$ cat config.mk
export PLATFORM = sky130hd
export DESIGN_NAME = sum_fifo_rx_flat
export DESIGN_NICKNAME = d
export VERILOG_FILES = /design/src/rtl/sum_fifo_rx_pkg.sv /design/src/rtl/sum_fifo_rx_if.sv /design/src/rtl/sum_fifo_mem.sv /design/src/rtl/sum_fifo_rx.sv /design/src/flat_wrapper.sv
export SDC_FILE = /design/constraint.sdc
export NUM_CORES = 1
export LEC_CHECK = 0
export ABC_AREA = 0
export BUFFER_PORTS_ARGS = -buffer_cell sky130_fd_sc_hd__buf_2
export CAP_MARGIN = 20
export CORE_MARGIN = 2
export CORE_UTILIZATION = 60
export CTS_BUF_LIST = sky130_fd_sc_hd__clkbuf_16
export DETAILED_ROUTE_END_ITERATION = 10
export PLACE_DENSITY = 0.74
export SYNTH_ARGS = -nofsm -noshare
export SYNTH_HDL_FRONTEND = slang
export SYNTH_SLANG_ARGS = --single-unit
$ cat constraint.sdc
create_clock -name clk -period 3.82 [get_ports clk]
set_input_delay 0.191 -clock clk [delete_from_list [all_inputs] [get_ports clk]]
set_output_delay 0.191 -clock clk [all_outputs]
set_load 0.05 [all_outputs]
$ cat src/rtl/sum_fifo_rx_pkg.sv
// Shared definitions for the row-sum receive FIFO: word width, default geometry
// and the pointer-width helper.
package sum_fifo_rx_pkg;

    localparam int BW_PSUM_DEF = 20;
    localparam int FRAME_DEF   = 16;
    localparam int DEPTH_DEF   = 32;

    // Stored sums carry four guard bits above the partial-sum width.
    function automatic int sum_w(input int bw_psum);
        return bw_psum + 4;
    endfunction

    function automatic int ptr_w(input int entries);
        return (entries > 1) ? $clog2(entries) : 1;
    endfunction

endpackage

$ cat src/rtl/sum_fifo_rx_if.sv
// Handshake bundle between the partner sum output, the receive FIFO and the
// local core's sum input.
interface sum_fifo_rx_if #(
    parameter int W = 24
) ();
    logic         wr_en;
    logic [W-1:0] wr_data;
    logic         rd_en;
    logic [W-1:0] rd_data;
    logic         fifo_in_ready;

    modport master (
        output wr_en, wr_data, rd_en,
        input  rd_data, fifo_in_ready
    );

    modport slave (
        input  wr_en, wr_data, rd_en,
        output rd_data, fifo_in_ready
    );
endinterface

$ cat src/rtl/sum_fifo_mem.sv
// DEPTH x W register array with one write port and one registered read port.
// Only the read output register is reset; the array itself holds data only.
module sum_fifo_mem #(
    parameter int W     = 24,
    parameter int DEPTH = 32,
    parameter int AW    = 5
) (
    input  logic          clk,
    input  logic          reset,
    input  logic          we,
    input  logic [AW-1:0] waddr,
    input  logic [W-1:0]  wdata,
    input  logic          re,
    input  logic [AW-1:0] raddr,
    output logic [W-1:0]  rdata
);

    logic [W-1:0] mem [DEPTH];

    always_ff @(posedge clk) begin
        if (we) mem[waddr] <= wdata;
    end

    // ---- read stage p1: popped word held until the next accepted pop
    always_ff @(posedge clk or negedge reset) begin
        if (!reset)  rdata <= '0;
        else if (re) rdata <= mem[raddr];
    end

endmodule

$ cat src/rtl/sum_fifo_rx.sv
// Receive buffer for the inter-core row-sum exchange; ready once a full frame
// is held. Sticky overflow/underflow flags are built only with SUM_FIFO_RX_ERR_EN.
module sum_fifo_rx
    import sum_fifo_rx_pkg::*;
#(
    parameter  int bw_psum = BW_PSUM_DEF,
    parameter  int FRAME   = FRAME_DEF,
    parameter  int DEPTH   = DEPTH_DEF,
    localparam int W       = sum_w(bw_psum),
    localparam int AW      = ptr_w(DEPTH),
    localparam int CW      = $clog2(DEPTH) + 1,
    localparam int WW      = ptr_w(FRAME),
    localparam int FW      = $clog2(DEPTH / FRAME + 1)
) (
    input  logic           clk,
    input  logic           reset,
    sum_fifo_rx_if.slave   bus,
    output logic [CW-1:0]  count,
    output logic           full,
    output logic           empty,
    output logic           overflow,
    output logic           underflow
);

    logic [AW-1:0] wp, rp;
    logic [CW-1:0] cnt;
    logic [WW-1:0] wr_word, rd_word;
    logic [FW-1:0] frames, frames_next;
    logic          ready_q;
    logic          push_ok, pop_ok, frame_in, frame_out;
    logic [W-1:0]  rd_data_p1;

    assign full  = (cnt == CW'(DEPTH));
    assign empty = (cnt == '0);
    assign count = cnt;

    // A push into a full buffer still lands when a pop frees the slot this cycle.
    always_comb begin
        pop_ok      = bus.rd_en && !empty;
        push_ok     = bus.wr_en && (!full || pop_ok);
        frame_in    = push_ok && (wr_word == WW'(FRAME - 1));
        frame_out   = pop_ok  && (rd_word == WW'(FRAME - 1));
        frames_next = frames;
        if (frame_in && !frame_out)      frames_next = frames + 1'b1;
        else if (!frame_in && frame_out) frames_next = frames - 1'b1;
    end

    always_ff @(posedge clk or negedge reset) begin
        if (!reset) begin
            wp      <= '0;
            rp      <= '0;
            cnt     <= '0;
            wr_word <= '0;
            rd_word <= '0;
            frames  <= '0;
            ready_q <= 1'b0;
        end else begin
            if (push_ok) begin
                wp      <= wp + 1'b1;
                wr_word <= frame_in ? '0 : wr_word + 1'b1;
            end
            if (pop_ok) begin
                rp      <= rp + 1'b1;
                rd_word <= frame_out ? '0 : rd_word + 1'b1;
            end
            case ({push_ok, pop_ok})
                2'b10:   cnt <= cnt + 1'b1;
                2'b01:   cnt <= cnt - 1'b1;
                default: cnt <= cnt;
            endcase
            frames  <= frames_next;
            // Registered from the next-state count so ready shows right after the edge.
            ready_q <= (frames_next != '0);
        end
    end

    sum_fifo_mem #(
        .W     (W),
        .DEPTH (DEPTH),
        .AW    (AW)
    ) u_mem (
        .clk   (clk),
        .reset (reset),
        .we    (push_ok),
        .waddr (wp),
        .wdata (bus.wr_data),
        .re    (pop_ok),
        .raddr (rp),
        .rdata (rd_data_p1)
    );

    assign bus.rd_data       = rd_data_p1;
    assign bus.fifo_in_ready = ready_q;

`ifdef SUM_FIFO_RX_ERR_EN
    logic overflow_q, underflow_q;

    always_ff @(posedge clk or negedge reset) begin
        if (!reset) begin
            overflow_q  <= 1'b0;
            underflow_q <= 1'b0;
        end else begin
            if (bus.wr_en && !push_ok) overflow_q  <= 1'b1;
            if (bus.rd_en && empty)    underflow_q <= 1'b1;
        end
    end

    assign overflow  = overflow_q;
    assign underflow = underflow_q;
`else
    assign overflow  = 1'b0;
    assign underflow = 1'b0;
`endif

endmodule

$ cat src/flat_wrapper.sv
// flat-port wrapper written by rule: the top's interface ports become plain ports
module sum_fifo_rx_flat import sum_fifo_rx_pkg::*;
#(
    parameter  int bw_psum = BW_PSUM_DEF,
    parameter  int FRAME   = FRAME_DEF,
    parameter  int DEPTH   = DEPTH_DEF,
    localparam int W       = sum_w(bw_psum),
    localparam int AW      = ptr_w(DEPTH),
    localparam int CW      = $clog2(DEPTH) + 1,
    localparam int WW      = ptr_w(FRAME),
    localparam int FW      = $clog2(DEPTH / FRAME + 1)
)
  (clk, reset, count, full, empty, overflow, underflow, bus_wr_en, bus_wr_data, bus_rd_en, bus_rd_data, bus_fifo_in_ready);
  sum_fifo_rx_if #(.W((sum_w(BW_PSUM_DEF)))) bus_i ();
  input  logic clk;
  input  logic reset;
  output logic [CW-1:0] count;
  output logic full;
  output logic empty;
  output logic overflow;
  output logic underflow;
  input wire logic [$bits(bus_i.wr_en)-1:0] bus_wr_en;
  input wire logic [$bits(bus_i.wr_data)-1:0] bus_wr_data;
  input wire logic [$bits(bus_i.rd_en)-1:0] bus_rd_en;
  output wire logic [$bits(bus_i.rd_data)-1:0] bus_rd_data;
  output wire logic [$bits(bus_i.fifo_in_ready)-1:0] bus_fifo_in_ready;
  assign bus_i.wr_en = bus_wr_en;
  assign bus_i.wr_data = bus_wr_data;
  assign bus_i.rd_en = bus_rd_en;
  assign bus_rd_data = bus_i.rd_data;
  assign bus_fifo_in_ready = bus_i.fifo_in_ready;
  sum_fifo_rx #(.bw_psum(bw_psum), .FRAME(FRAME), .DEPTH(DEPTH)) u_core (.clk(clk), .reset(reset), .bus(bus_i), .count(count), .full(full), .empty(empty), .overflow(overflow), .underflow(underflow));
endmodule
==> flow_summary.yaml, run 1 <==
setup_path:
  worst-setup-path-type: "reg -> reg"
  worstPathMaxFanout: 16
  crit_arrival_ns: 3.58
  cp-start-kind: "flop"
  crit_family: "simple AND/OR/NAND/NOR gates"
  critPathCaptureType: "flop"
  cpPeakStageDelay_ns: 0.66
  cp_slowest_cell: "nor2_2"
  crit_chain: "or4_1, o31a_1, nand2_1, nor2_2, buf_4"
  crit_required_ns: 4.11
  critPathBufInv: 1
power_and_ir_drop:
  power_density_mw_per_mm2: 741
  p_switching_w: 0.00865
  leakagePower_nw: 12.3
  pwr-share-comb: 0.288
  switching_share: 0.324
  ir_drop_mv: 0.733
  p_seq_frac: 0.426
  p_clk_frac: 0.286
  intPower_w: 0.0180
die:
  num_io_pins: 63
  die_w_um: 235
  coreArea_mm2: 0.0527
  rows: 84
  start_util: 0.608
  die_y_um: 235
  die_area_mm2: 0.0552
layout:
  syn2layout_area_growth_pct: 12.6
  fin_util: 0.685
  nets: 1900
  fillers: 3329
  diodes: 0
  drive_above_1_share: 0.207
synth:
  synth.area.mux_share: 0.128
  synth-edff-count: 768
  yosys_warnings: 0
  synth_top_family_by_area: "multiplexers"
  synthCells: 1734
  synth_xor_area_frac: 0.00438
  synth_compound_area_frac: 0.0432
  synthSimpleGateAreaFrac: 0.0424
  synth_ff_type: "edfxtp_1"
  netlist_area_mm2: 0.0320
  synth_fa_ha_area_frac: 0.00492
  async_flop_share: 0.0623
  ys_ff_latch: 819
  ys_types: 58
  yosysSeqAreaShare: 0.760
  avgSynthCellArea_um2: 18.5
drt:
  viasPerCell: 6.51
  first_iter_violations: 2000
  wl_mm: 74.4
  drc: 0
  vias: 17015
  ant_nets: 0
  wire_per_inst_um: 28.5
  dr.pass1.iters: 5
cts:
  cts_tree: "built"
  clock-root-buffer: "clkbuf_16"
  post_cts_buffers: 0
  cts.clk_slew.worst_paths_ns: 0.06
  h-tree-depth: 3
  cts_buffers: 80
  clock_path_buffers: 3
  cts_sinks: 819
  clk_latency_ns: 0.63
timing:
  fmax_mhz: 304
  slew_violations: 0
  holdWs_ns: 0.0915
  hold_violations: 0
  finalSetupViolations: 0
  setup_tns_ns: 0
  setup_slack_ns: 0.530
  rsz0062_at_grt: "no"
  fin_skew_ns: 0.0174
  timing.final.crit_share: 0.861
  slew_headroom: 0.285
  min_period_ns: 3.29
  worst_pin_slew_ns: 1.07
outcome:
  status: "finished, final reports clean"
global_route:
  globalRoute.totalOverflow: 0
  grt_usage: 0.271
  grt_max_degree: 59
  antenna_found_initial: 0
  grt_first_pass_wirelength_mm: 110
  grt_pass1_vias: 17168
place:
  io_buffers: 60
  post-place-ws_ns: 0.599
  gp_congestion: 0.819
  dpl.hpwl_mm: 43.4
job:
  cap_violations: 0
worst_hold_path:
  hold_path_class: "in -> reg"
-- worst paths after layout --
kind                                               start                                 to  slack [ns]  cells past startpoint
hold reg to reg            u_core.rd_word[3]$_DFFE_PN0P_      u_core.rd_word[3]$_DFFE_PN0P_        0.49                      1
min in group asynchronous                          reset  u_core.u_mem.rdata[7]$_DFFE_PN0P_        0.27                      2
setup reg to reg             u_core.count[0]$_DFFE_PN0P_  u_core.u_mem.mem[31][0]$_DFFE_PP_        0.53                      5
hold / removal                           bus_wr_data[19]  u_core.u_mem.mem[8][19]$_DFFE_PP_        0.09                      1
max in group asynchronous                          reset           u_core.rp[1]$_DFFE_PN0P_        2.60                      3
setup / recovery             u_core.count[0]$_DFFE_PN0P_  u_core.u_mem.mem[31][0]$_DFFE_PP_        0.53                      5
-- routing by layer --
metal / vias to the layer above / wire, um / global-route usage
li1: 7196 / - / -
met5: - / 0 / 0
met3: 146 / 6340 / 0.0480
met2: 869 / 35700 / 0.431
met4: 0 / 2260 / 0.0942
met1: 8804 / 30100 / 0.386
-- metrics by stage --
step	instances	power [W]	instance area [um2]
2_1_floorplan	1735	0.0166	32000
3_3_place_gp	2463	0.0190	33500
3_5_place_dp	2463	0.0192	33500
4_1_cts	2614	0.0268	36000
5_1_grt	2614	0.0277	36000
6_report	2614	0.0267	36000
-- sequential cells by signal (all words and copies together), names as in the netlist --
name and flops:
u_core.bus.fifo_in_ready 1, u_core.count 6, u_core.frames 2, u_core.rd_word 4, u_core.rp 5, u_core.u_mem.mem 768, u_core.u_mem.rdata 24, u_core.wp 5
u_core.wr_word 4
-- final cells by class --
type | instances | area [um2] | share of cell area
multi-input combinational | 808 | 7240 | 0.201
sequential | 819 | 24400 | 0.676
timing repair buffer | 143 | 1010 | 0.0279
tap | 688 | 861 | 0.0239
clock inverter | 66 | 502 | 0.0139
inverter | 8 | 30.0 | 0.000833
clock buffer | 82 | 2050 | 0.0569
-- cells by family (layout without fill, tap and decap cells) --
| family | after synthesis | count (layout) |
|---|---|---|
| adders and majority gates | 12 | 12 |
| other | 1 | 2 |
| AOI/OAI and AO/OA | 188 | 188 |
| DFF | 819 | 819 |
| buffers and inverters | 108 | 299 |
| and+or+nand+nor | 286 | 286 |
| muxes | 304 | 304 |
| xor gates and xnor gates | 16 | 16 |
-- placed cells by master (no fill, tap or decap), types with 9 or more instances in the layout --
cell type | netlist | layout
dfrtp_1 | 51 | 47
a22oi_1 | 23 | 23
nor2_1 | 137 | 104
mux2i_1 | 200 | 200
nand2_1 | 37 | 37
nor2b_1 | 25 | 25
buf_4 | 13 | 74
a211oi_1 | 27 | 27
nand3_1 | 9 | 9
xnor2_1 | 16 | 16
ha_1 | 11 | 11
o22ai_1 | 52 | 52
clkinv_2 | 0 | 9
clkbuf_16 | 0 | 82
nand2b_1 | 9 | 9
mux2_2 | 21 | 21
buf_2 | 36 | 60
nor2_2 | 1 | 33
a211o_1 | 16 | 16
clkinv_1 | 0 | 17
o21ai_0 | 12 | 12
mux4_2 | 83 | 83
a21oi_1 | 11 | 11
nor4_1 | 32 | 32
inv_1 | 8 | 35
edfxtp_1 | 768 | 768
-- synthesized netlist by cell type (4+ instances only) --
| library cell | n | share of area |
|---|---|---|
| o211ai_1 | 6 | 0.0014 |
| inv_1 | 8 | 0.00094 |
| nand3_1 | 9 | 0.0014 |
| nand4_1 | 8 | 0.0016 |
| buf_2 | 36 | 0.0056 |
| o221ai_1 | 4 | 0.0011 |
| a211o_1 | 16 | 0.0044 |
| clkbuf_1 | 41 | 0.0048 |
| nor4_1 | 32 | 0.0063 |
| nor3_1 | 5 | 0.00078 |
| nor2b_1 | 25 | 0.0049 |
| a21oi_1 | 11 | 0.0017 |
| nand2_1 | 37 | 0.0043 |
| buf_1 | 6 | 0.00070 |
| edfxtp_1 | 768 | 0.72 |
| and3_1 | 5 | 0.00098 |
| a211oi_1 | 27 | 0.0063 |
| xnor2_1 | 16 | 0.0044 |
| buf_6 | 4 | 0.0014 |
| a221oi_1 | 8 | 0.0022 |
| nand3b_1 | 5 | 0.0012 |
| o21ai_0 | 12 | 0.0019 |
| mux2_2 | 21 | 0.0074 |
| dfrtp_1 | 51 | 0.040 |
| ha_1 | 11 | 0.0043 |
| o22ai_1 | 52 | 0.010 |
| nor2_1 | 137 | 0.016 |
| mux2i_1 | 200 | 0.063 |
| buf_4 | 13 | 0.0030 |
| a22oi_1 | 23 | 0.0054 |
| nand2b_1 | 9 | 0.0018 |
| a31oi_1 | 5 | 0.00098 |
| mux4_2 | 83 | 0.058 |
-- power groups by stage --
stage               clock [W]  sequential (W)  combinational (W)
floorplan                   0          0.0116            0.00498
global placement            0          0.0115            0.00754
detailed placement          0          0.0115            0.00768
CTS                   0.00772          0.0114            0.00772
global route          0.00808          0.0114            0.00817
finish                0.00763          0.0114            0.00769
-- repair_timing --
action / 4_1_cts / 5_1_grt
hold buffers: 3 / 0
resized for setup: 0 / 0
hold endpoints to repair: 37 / 0
No activity file was read; power rests on OpenSTA's default activity.
==> run 2, diff against run 1 <==
- CELL_PAD_IN_SITES_DETAIL_PLACEMENT: unset -> 0
- CELL_PAD_IN_SITES_GLOBAL_PLACEMENT: unset -> 1
- CORE_UTILIZATION: 60 -> 54
- PLACE_DENSITY: 0.74 -> 0.75
==> run 2 against run 1 <==
  * Hold slack got worse by 0.027 ns
  * Count of clock-buffer cells in the layout increased by 2
  * Critical path type unchanged
  * Power about the same
  * Largest cell class unchanged
  * Via count decreased by 1.6%
  * Sequential power about the same
==> flow_summary.yaml, run 2 (same netlist as run 1, synthesis figures left out) <==
cts:
  cts_tree: "built"
  cts_sinks: 819
  cts_buffers: 83
  clock_path_buffers: 3
  cts_resized: 0
  cts.clk_slew.worst_paths_ns: 0.06
  clk_latency_ns: 0.62
  clock-root-buffer: "clkbuf_16"
  h-tree-depth: 3
drt:
  drc: 0
  dr.pass1.iters: 6
  vias: 16740
  wire_per_inst_um: 28.3
  ant_nets: 0
  wl_mm: 76.1
  viasPerCell: 6.23
  first_iter_violations: 1686
timing:
  worst_pin_slew_ns: 1.15
  fmax_mhz: 303
  min_period_ns: 3.30
  timing.final.crit_share: 0.863
  setup_tns_ns: 0
  setup_slack_ns: 0.524
  hold_violations: 0
  fin_skew_ns: 0.0223
  finalSetupViolations: 0
  slew_headroom: 0.223
  rsz0062_at_grt: "no"
  slew_violations: 0
setup_path:
  worstPathMaxFanout: 35
  cp-start-kind: "flop"
  worst-setup-path-type: "reg -> reg"
  critPathCaptureType: "flop"
  crit_arrival_ns: 3.74
  crit_required_ns: 4.27
global_route:
  grt_max_degree: 55
  grt_first_pass_wirelength_mm: 111
  grt_usage: 0.254
  globalRoute.totalOverflow: 0
  grt_pass1_vias: 16834
  antenna_found_initial: 0
die:
  die_y_um: 248
  rows: 89
  die_area_mm2: 0.0613
  coreArea_mm2: 0.0588
  die_w_um: 248
  start_util: 0.545
  num_io_pins: 63
layout:
  drive_above_1_share: 0.204
  largest_reg_flops: 768
  fillers: 4275
  largest-register: "u_core.u_mem.mem"
  layoutNonFillerInstCount: 2689
  diodes: 0
  syn2layout_area_growth_pct: 12.8
  fin_util: 0.614
  final_cell_mix: "edfxtp_1 (768), mux2i_1 (200), nor2_1 (104)"
  nets: 1890
  mostFrequentLayoutCell: "edfxtp_1"
power_and_ir_drop:
  ir_drop_mv: 0.556
  leakagePower_nw: 12.2
  power_density_mw_per_mm2: 739
place:
  gp_congestion: 0.827
  dpl.hpwl_mm: 44.8
  dp.cells: 2535
  post-place-ws_ns: 0.463
  io_buffers: 60
job:
  cap_violations: 0
outcome:
  status: "finished, final reports clean"
worst_hold_path:
  hold_path_class: "in -> async"
run 2: power by group:
group          switching [W]  internal, W
clock                0.00327      0.00452
combinational        0.00459      0.00293
sequential          0.000759       0.0106
run 2: through the flow:
step / hold WS (ns) / area, um2 / power [W]
3_5_place_dp: 0.173 / 33500 / 0.0191
4_1_cts: 0.0484 / 36100 / 0.0269
3_3_place_gp: 0.174 / 33400 / 0.0190
5_1_grt: 0.0817 / 36100 / 0.0277
6_report: 0.0641 / 36100 / 0.0267
2_1_floorplan: -0.105 / 32000 / 0.0166
run 2: layout make-up:
| type | count | area, um2 | area share |
|---|---|---|---|
| inverter | 8 | 30.0 | 0.000832 |
| clock buffer | 84 | 2100 | 0.0582 |
| sequential | 819 | 24400 | 0.674 |
| clock inverter | 67 | 512 | 0.0142 |
| multi-input combinational | 808 | 7240 | 0.200 |
| tap | 773 | 967 | 0.0268 |
| timing repair buffer | 130 | 903 | 0.0250 |
run 2: routing by layer:
metal / global-route usage / part of all wire
met1: 0.353 / 0.41
met2: 0.405 / 0.48
met3: 0.0488 / 0.075
met4: 0.0946 / 0.035
met5: 0 / 0
run 2: worst max-delay path, cell delays in order (launching register included):
cell	delay, ns
dfrtp_4	0.89
buf_4	0.40
mux4_2	0.55
mux2i_1	0.16
nor2_1	0.05
nor4_1	0.96
a211oi_1	0.07
run 2: path summary, 6_finish.rpt:
kind / start / to / slack, ns / depth (start not counted)
worst max-delay path: u_core.rp[0]$_DFFE_PN0P_ / u_core.u_mem.rdata[6]$_DFFE_PN0P_ / 0.52 / 6
worst min-delay path: reset / u_core.count[0]$_DFFE_PN0P_ / 0.06 / 2
worst max register to register: u_core.rp[0]$_DFFE_PN0P_ / u_core.u_mem.rdata[6]$_DFFE_PN0P_ / 0.52 / 6
worst min register to register: u_core.rd_word[3]$_DFFE_PN0P_ / u_core.rd_word[3]$_DFFE_PN0P_ / 0.48 / 1
max in group asynchronous: reset / u_core.rp[2]$_DFFE_PN0P_ / 2.64 / 3
min in group clk: bus_wr_data[22] / u_core.u_mem.mem[2][22]$_DFFE_PP_ / 0.07 / 1
run 2: timing repair:
| action | in CTS | in global routing |
|---|---|---|
| endpoints found under the hold margin | 23 | 0 |
| hold buffers | 3 | 0 |
| setup buffers | 0 | 0 |
==> run 3, diff against run 2 <==
- RECOVER_POWER: unset -> 25
==> run 3 against run 2 <==
  * The run now ends with max-capacitance violations, max-slew violations left
  * Final cell count is the same
  * Die area is the same
  * First-iteration DRC count is 0.47% higher
  * Non-clock buffer count is the same
  * Clock power is essentially flat
  * Sequential power barely moved
  * Hold slack lost 0.0016 ns
  * Design area about the same
  * Register-to-register slack hardly changed
  * Maximum frequency is 0.42% lower
  * Via count fell by 0.31%
  * Power about the same
  * Highest routed layer unchanged
==> flow_summary.yaml, run 3 (same netlist as run 1, synthesis figures left out) <==
setup_path:
  critPathCaptureType: "flop"
  cp-start-kind: "flop"
  worst-setup-path-type: "reg -> reg"
  crit_required_ns: 4.27
  rrSetupSlack_ns: 0.51
  crit_arrival_ns: 3.76
  worstPathMaxFanout: 35
cts:
  h-tree-depth: 3
  cts_tree: "built"
  clock_path_buffers: 3
  cts_sinks: 819
  clock-root-buffer: "clkbuf_16"
  cts.clk_slew.worst_paths_ns: 0.06
  cts_buffers: 83
  clk_latency_ns: 0.63
  post_cts_buffers: 0
drt:
  dr.pass1.iters: 6
  viasPerCell: 6.21
  ant_nets: 0
  vias: 16688
  first_iter_violations: 1694
  wl_mm: 76.1
  wire_per_inst_um: 28.3
  drc: 0
timing:
  worst_pin_slew_ns: 1.57
  hold_violations: 0
  setup_tns_ns: 0
  holdWs_ns: 0.0625
  timing.final.crit_share: 0.866
  min_period_ns: 3.31
  slew_violations: 66
  fmax_mhz: 302
  slew_headroom: -0.0441
  finalSetupViolations: 0
  rsz0062_at_grt: "no"
  fin_skew_ns: 0.0247
global_route:
  grt_pass1_vias: 16834
  globalRoute.totalOverflow: 0
  grt_first_pass_wirelength_mm: 111
  grt_max_degree: 55
  antenna_found_initial: 0
  grt_usage: 0.254
die:
  die_y_um: 248
  die_area_mm2: 0.0613
  coreArea_mm2: 0.0588
  num_io_pins: 63
  rows: 89
  die_w_um: 248
  start_util: 0.545
layout:
  syn2layout_area_growth_pct: 12.7
  diodes: 0
  layoutNonFillerInstCount: 2689
  largest_reg_flops: 768
  fin_area_mm2: 0.0361
  final_cell_mix: "edfxtp_1 (768), mux2i_1 (200), nor2_1 (104)"
  nets: 1890
  fillers: 4280
  largest-register: "u_core.u_mem.mem"
  mostFrequentLayoutCell: "edfxtp_1"
  drive_above_1_share: 0.195
place:
  dp.cells: 2535
  gp_congestion: 0.827
  io_buffers: 60
  placed_area_mm2: 0.0335
  dpl.hpwl_mm: 44.8
power_and_ir_drop:
  power_density_mw_per_mm2: 739
  leakagePower_nw: 12.2
  ir_drop_mv: 0.556
outcome:
  violations: "max-capacitance violations, max-slew violations"
  status: "finished, violations left"
worst_hold_path:
  hold_path_class: "in -> async"
job:
  cap_violations: 3
## run 3: cell count changes in the layout (fill, tap and decap cells not counted), sizes merged
cell and delta:
clkbuf +16, buf -16
## run 3: layout make-up
type                            count  area (um2)  share of cell area
Clock buffer                       84        2100              0.0583
Clock inverter                     67         512              0.0142
Inverter                            8        30.0            0.000832
Multi-Input combinational cell    808        7240               0.201
Sequential cell                   819       24400               0.675
Tap cell                          773         967              0.0268
Timing Repair Buffer              130         883              0.0245
## run 3: what timing repair did
action	4_1_cts	5_1_grt
hold buffers	3	0
resized for setup	0	0
endpoints found under the hold margin	23	0
## run 3: per-stage QoR
step / total power [W] / setup WS, ns / utilization
final: 0.0267 / 0.510 / 0.614
after global routing: 0.0277 / 0.416 / 0.614
after CTS: 0.0269 / 0.471 / 0.614
after detailed placement: 0.0191 / 0.463 / 0.569
after global placement: 0.0190 / 0.486 / 0.569
after floorplan: 0.0166 / 0.609 / -
## run 3: report_power, final
group / internal, W / switching [W] / leakage, nW
Combinational: 0.00292 / 0.00459 / 3.36
Sequential: 0.0106 / 0.000755 / 7.51
Clock: 0.00452 / 0.00327 / 1.34
## run 3: final timing paths
| path | startpoint | end | cells after the start |
|---|---|---|---|
| setup / recovery | u_core.rp[0]$_DFFE_PN0P_ | u_core.u_mem.rdata[6]$_DFFE_PN0P_ | 6 |
| hold / removal | reset | u_core.count[0]$_DFFE_PN0P_ | 2 |
| setup reg to reg | u_core.rp[0]$_DFFE_PN0P_ | u_core.u_mem.rdata[6]$_DFFE_PN0P_ | 6 |
| hold reg to reg | u_core.rd_word[3]$_DFFE_PN0P_ | u_core.rd_word[3]$_DFFE_PN0P_ | 1 |
| max in group asynchronous | reset | u_core.rp[2]$_DFFE_PN0P_ | 3 |
| min in group clk | bus_wr_data[3] | u_core.u_mem.mem[4][3]$_DFFE_PP_ | 1 |
## run 3: worst max-delay path: stages (launching register included)
cell      delay [ns]
dfrtp_4         0.89
buf_4           0.40
mux4_2          0.55
mux2i_1         0.16
nor2_1          0.05
nor4_1          0.96
a211oi_1        0.07
## run 3: layer usage
metal,global-route usage,up-vias,wire [um]
met5,0,-,0
met4,0.0946,0,2660
met3,0.0488,143,5680
met2,0.405,650,36300
met1,0.353,8715,31400
li1,-,7180,-
